### src/rtl/controle_pc.sv
// Program counter and call/return sequencer driving the return-address stack.
// One cycle per instruction, RET takes two (pop, then load top-of-stack); stall freezes RUN only.
module controle_pc #(
  parameter int ADDR_W = 11,
  parameter int DEPTH  = 128
) (
  input  logic                           clk,
  input  logic                           reset,
  input  logic                           stall,
  input  logic [2:0]                     op,
  input  logic                           cond,
  input  logic [ADDR_W-1:0]              alvo,
  output logic [ADDR_W-1:0]              pc,
  output logic                           pc_valid,
  output logic                           stk_push,
  output logic                           stk_pop,
  output logic [ADDR_W-1:0]              stk_dado,
  input  logic [ADDR_W-1:0]              stk_topo,
  output logic [$clog2(DEPTH+1)-1:0]     nivel,
  output logic                           erro_ovf,
  output logic                           erro_unf
);
  localparam int NIV_W = $clog2(DEPTH+1);
  localparam logic [NIV_W-1:0] NIV_MAX = NIV_W'(DEPTH);

  localparam logic [2:0] OP_JUMP   = 3'b001;
  localparam logic [2:0] OP_BRANCH = 3'b010;
  localparam logic [2:0] OP_CALL   = 3'b011;
  localparam logic [2:0] OP_RET    = 3'b100;

  typedef enum logic {RUN, RET_WAIT} state_t;

  state_t              r_state;
  logic [ADDR_W-1:0]   r_pc;
  logic                r_pc_valid;
  logic [NIV_W-1:0]    r_nivel;
  logic                r_ovf;
  logic                r_unf;

  logic [ADDR_W-1:0]   w_pc_inc;
  logic                w_exec;
  logic                w_full;
  logic                w_empty;

  assign w_pc_inc = r_pc + ADDR_W'(1);
  assign w_exec   = (r_state == RUN) && !stall;
  assign w_full   = (r_nivel == NIV_MAX);
  assign w_empty  = (r_nivel == '0);

  // Strobes are decoded from current state so the stack acts on the same edge as the PC.
  assign stk_push = w_exec && (op == OP_CALL) && !w_full;
  assign stk_pop  = w_exec && (op == OP_RET) && !w_empty;
  assign stk_dado = w_pc_inc;

  assign pc       = r_pc;
  assign pc_valid = r_pc_valid;
  assign nivel    = r_nivel;
  assign erro_ovf = r_ovf;
  assign erro_unf = r_unf;

  always_ff @(posedge clk) begin
    if (reset) begin
      r_state    <= RUN;
      r_pc       <= '0;
      r_pc_valid <= 1'b1;
      r_nivel    <= '0;
      r_ovf      <= 1'b0;
      r_unf      <= 1'b0;
    end else begin
      case (r_state)
        RUN: begin
          if (!stall) begin
            case (op)
              OP_JUMP:   r_pc <= alvo;
              OP_BRANCH: r_pc <= cond ? alvo : w_pc_inc;
              OP_CALL: begin
                if (w_full) begin
                  r_ovf <= 1'b1;
                  r_pc  <= w_pc_inc;
                end else begin
                  r_pc    <= alvo;
                  r_nivel <= r_nivel + NIV_W'(1);
                end
              end
              OP_RET: begin
                if (w_empty) begin
                  r_unf <= 1'b1;
                  r_pc  <= w_pc_inc;
                end else begin
                  // pc holds until the popped return address arrives next cycle
                  r_nivel    <= r_nivel - NIV_W'(1);
                  r_state    <= RET_WAIT;
                  r_pc_valid <= 1'b0;
                end
              end
              default:   r_pc <= w_pc_inc;
            endcase
          end
        end
        RET_WAIT: begin
          r_pc       <= stk_topo;
          r_state    <= RUN;
          r_pc_valid <= 1'b1;
        end
        default: r_state <= RUN;
      endcase
    end
  end
endmodule
### config.mk
export PLATFORM = sky130hd
export DESIGN_NAME = controle_pc
export DESIGN_NICKNAME = d
export VERILOG_FILES = /design/src/rtl/controle_pc.sv
export SDC_FILE = /design/constraint.sdc
export NUM_CORES = 1
export LEC_CHECK = 0
export CAP_MARGIN = 15
export CORE_MARGIN = 4
export CORE_UTILIZATION = 44
export CTS_CLUSTER_DIAMETER = 100
export DETAILED_ROUTE_END_ITERATION = 12
export HOLD_SLACK_MARGIN = 0.12
export PLACE_DENSITY_LB_ADDON = 0.2
export SYNTH_ARGS = -nofsm -noshare
export SYNTH_HDL_FRONTEND = slang
export SYNTH_SLANG_ARGS = --single-unit
### constraint.sdc
create_clock -name clk -period 3.8 [get_ports clk]
set_clock_uncertainty 0.2 [all_clocks]
set_input_delay 1.14 -clock clk [delete_from_list [all_inputs] [get_ports clk]]
set_output_delay 1.14 -clock clk [all_outputs]
set_load 0.005 [all_outputs]
==> results.yml <==
timing:
  tightest_slew_ns: 0.6489
  hold_viol: 0
  fmax_mhz: 269.0
  slew_headroom_pct: 56.68
  period_needed_ns: 3.718
  rsz0062_at_grt: "true"
  setup_violations: 0
  layout_setup_ws_ns: 0.08212
  fin_crit_sh_pct: 97.84
  drv_slew: 0
placed_design:
  placed_cells: 327
  dp_hpwl_um: 3889
  dp_slack_ns: -0.3463
  port_buffers: 63
  gp_congestion: 0.8023
run:
  maxCapViolCount: 0
die:
  fp.dieW_um: 70.28
  core_um2: 3716
  ios: 64
  dieArea_um2: 4939
  core.rowCount: 22
  start_util_pct: 45.93
  fp.dieH_um: 70.28
setup_path:
  startpoint: "stall"
  rr_endpoint: "nivel[6]"
  slowest_delay_ns: 0.42
  crit_path_end: "stk_push"
  critPathCaptureType: "primary output"
  crit_chain: "clkdlybuf4s50_1 -> or2_4 -> nor3_4 -> and2_4 -> clkdlybuf4s15_1"
  critPathMaxFanout: 2
  required_ns: 2.46
  critical-path-slowest-cell: "clkdlybuf4s50_1"
  r2r_cells: 6
  cp-start-kind: "input port"
  r2r_start: "nivel[0]"
  cp.arrival_ns: 2.38
  reg2reg_slack_ns: 1.48
  crit_type: "in2out"
logic_synthesis:
  synth.top_cells.by_area: "dfxtp_1, ha_1, nor2_1, nand2_1, xor2_1"
  yosysWarnings: 0
  syn_avg_cell_area_um2: 8.325
  synth_top_area_share_pct: 26.98
  syn_inst: 205
  syn_area_um2: 1707
  synth-async-reset-ratio_pct: 0
  ys_ff_latch: 23
  synth_area_leader_cell: "dfxtp_1"
  synthTopCellsByCount: "dfxtp_1, nor2_1, nand2_1, inv_1, nor3_1"
  seq_area_frac_synth_pct: 26.98
  synth_nets: 242
  synth_edf_count: 0
  ys_types: 54
  synth_ff_type: "dfxtp_1"
pwr:
  power_density_nw_per_um2: 231.9
  p_comb_share_pct: 28.5
  p_clk_share_pct: 26.6
  seqPwrFrac_pct: 44.8
  intPower_uw: 426.9
  switching_share_pct: 28.48
  p_leak_uw: 0.001056
  ir_drop_uv: 134.6
  power_switching_uw: 170.0
clocking:
  cts_buffers: 3
  cts_hold_buffers: 0
  cts_tree: "built"
  htree_num_levels: 1
  clock_path_buffers: 2
  clk_latency_ns: 0.27
  cts.root.buffer_cell: "clkbuf_8"
  clk_pin_slew_ns: 0.08
  cts.sink_count: 23
global_route:
  grt_usage_pct: 21.05
  grt_pass1_wl_um: 8562
  gr-total-overflow: 0
  grt_max_degree: 20
  grt_pass1_vias: 1804
  antenna_found_initial: 0
drt:
  dr.pass1.iters: 4
  via_per_inst: 5.566
  drt_iter0_drc: 124
  wl_per_cell_um: 15.73
  vias: 1848
  ant_nets: 0
  drcViolationCount: 0
  wl_um: 5224
finish:
  stdcell_count: 332
  n_fill_cell: 312
  fin_nets: 322
  area_growth_pct: 50.81
  diodes: 0
  drive_gt1_share_pct: 16.55
  post-route-util_pct: 69.26
worst_hold_path:
  hold_path_class: "reg2reg"
run_status:
  status: "completed"
[worst max-delay path, delay by kind of cell]
kind	cells	cell delay (ns)
buf+inv	2	0.62
simple gates	3	0.62
[layout by cell type (no fill, tap or decap), types with 7 or more instances in the layout]
cell type | Yosys | routed
inv_1 | 13 | 12
xor2_1 | 8 | 8
nor3_1 | 10 | 10
dfxtp_1 | 23 | 23
buf_4 | 1 | 20
nand2_1 | 21 | 21
ha_1 | 7 | 7
clkdlybuf4s50_1 | 0 | 61
nor2_1 | 23 | 23
[registers in the layout (all words and copies together), names as in the netlist]
signal	cells
pc_valid	1
nivel	8
erro_ovf	1
erro_unf	1
r_state	1
pc	11
[worst min-delay path by stage]
stage / startpoint / end / cells after the start
2_1_floorplan: erro_ovf / erro_ovf / 2
3_3_place_gp: erro_unf / erro_unf / 2
3_5_place_dp: erro_unf / erro_unf / 2
4_1_cts: erro_unf / erro_unf / 2
5_1_grt: erro_unf / erro_unf / 2
6_report: erro_unf / erro_unf / 2
[cell type report]
class	instances	area, um2	area share, %
Clock buffer	4	45.04	1.750
Inverter	13	52.55	2.042
Multi-Input combinational cell	161	1180	45.84
Sequential cell	23	460.4	17.89
Tap cell	48	60.06	2.333
Timing Repair Buffer	83	775.7	30.14
[layer usage]
layer,global-route usage (%),part of all wire (%),up-vias
li1,-,-,908
met1,27.31,45,866
met2,35.97,48,68
met3,3.453,6.3,6
met4,5.319,0.98,0
met5,0,0,-
[cell families after synthesis]
| family | Yosys count | synth area share (%) |
|---|---|---|
| muxes | 8 | 5.058 |
| xor gates and xnor gates | 13 | 6.672 |
| buffers and inverters | 21 | 5.352 |
| and+or+nand+nor | 85 | 27.20 |
| adders and majority gates | 8 | 6.305 |
| DFF | 23 | 26.98 |
| AOI/OAI and AO/OA | 47 | 22.44 |
[power by group through the flow]
stage               Combinational, uW  Clock (uW)  Sequential [uW]
floorplan                        73.0           0              271
global placement                  164           0              272
detailed placement                166           0              273
CTS                               169         163              267
global route                      183         170              270
finish                            170         159              267
[per-stage QoR]
stage	hold slack (ns)	total power (uW)	TNS (ns)	instance area, um2
floorplan	0.2605	343.5	0	1707
global placement	0.2756	436.0	-0.9838	2497
detailed placement	0.2592	438.3	-1.054	2497
CTS	0.2954	598.2	0	2560
global route	0.3109	623.3	-0.01973	2574
finish	0.2944	596.9	0	2574
[timing repair]
item | CTS | global route
buffers inserted | 1 | 0
pin swaps | 4 | 1
setup endpoints to repair | 2 | 4
cloned | 0 | 0
resized for setup | 6 | 6
Power figures use the tool's default switching activity.
==> RTL edit: new RTL, config.mk and constraints unchanged <==
The parameter `ADDR_W` goes from 11 to 12.
--- a/src/rtl/controle_pc.sv
+++ b/src/rtl/controle_pc.sv
@@ -2,5 +2,5 @@
 // One cycle per instruction, RET takes two (pop, then load top-of-stack); stall freezes RUN only.
 module controle_pc #(
-  parameter int ADDR_W = 11,
+  parameter int ADDR_W = 12,
   parameter int DEPTH  = 128
 ) (
Interface: changed (resized alvo, pc, stk_dado and stk_topo); port bits go from 64 to 68. The function was not compared with the original's and may differ.
==> RTL edit against the unedited design <==
Critical path depth up 5. Cell area up 3.7%. Sequential cell count is 1 higher. Count of clock-buffer cells in the layout is the same. Utilization up 3.1 points. Worst setup slack worse by 0.018 ns. Sequential share of layout area up 0.11 points. Total power grew 1.2%. Sequential power up 1%. Area after synthesis fell by 0.95%. Non-clock buffer count increased by 11. Wire length up 4.2%. Synthesized cell count shrank 1.5%.
==> RTL edit: results (changes against the unedited design) <==
met3 track demand over resource 5.76% (+2.3 points); Inst Count DP 335 (+2.4%); number of fill cells in the layout 298 (-4.5%); Routability Congestion 0.874 (+9.0%); overall via count from detail_route 1,951 (+5.6%); GR Layer Usage met2 34.3% (-1.7 points); worst path arrival time 3.74 ns (+1.36 ns); setup slack at placement -0.315 ns (+0.0309 ns); CP Launch Point op[0]; met1 routing resource usage after global routing 29.3% (+2.0 points); number of flip-flops in the largest register 12 (+1); post-detail-place hpwl 4020 microns (+3.4%); Worst path max stage delay 0.62 ns (+0.20 ns); Largest delay share family, worst path simple AND/OR/NAND/NOR gates; top post-synthesis cells by area dfxtp_1 (28%), ha_1 (5.2%), a32o_1 (4.7%); count of buffers inserted at the top-level ports 67 (+6.3%); reg2reg end nivel[5]$_SDFFE_PP0P_; overall routing resource usage 22.0% (+0.91 points); wire length of the first global-routing pass 8820 microns (+3.0%); final core utilization 72.4% (+3.1 points); capturing instance or port of the critical path nivel[6]$_SDFFE_PP0P_; IR drop worst, VDD 0.191 mV (+42%); via count of the first global-routing pass 1,894 (+5.0%); outcome complete, no violations; Worst Reg2Reg Path Length in Cells 7 (+1); area share of fa/ha/maj cells after synthesis 6.37% (+0.061 points); CP Max Fanout 7 (+5); setup slack, reg-to-reg 1.33 ns (-0.15 ns); synthesized area divided by synthesized cell count 8.37 sq um (+0.52%); switching power as a share of total power 26.6% (-1.9 points); sequential-to-total area share from yosys stat 28.4% (+1.4 points); Max Freq 268 MHz (-0.49%)
==> RTL edit: cell count changes in the layout (fill, tap and decap cells not counted), sizes merged, moves of 6 or more <==
cell    delta
nand2     -11
o32ai      -6
nand2b     +8
nor2       -6
a32o       +8
buf        +7
nor3       -7
==> RTL edit: worst min-delay path by stage <==
stage	start	end	depth (start not counted)
after floorplan	erro_ovf$_SDFFE_PP0P_	erro_ovf$_SDFFE_PP0P_	2
after global placement	erro_ovf$_SDFFE_PP0P_	erro_ovf$_SDFFE_PP0P_	2
after detailed placement	erro_unf$_SDFFE_PP0P_	erro_unf$_SDFFE_PP0P_	2
after CTS	erro_ovf$_SDFFE_PP0P_	erro_ovf$_SDFFE_PP0P_	2
after global routing	erro_ovf$_SDFFE_PP0P_	erro_ovf$_SDFFE_PP0P_	2
final	erro_ovf$_SDFFE_PP0P_	erro_ovf$_SDFFE_PP0P_	2
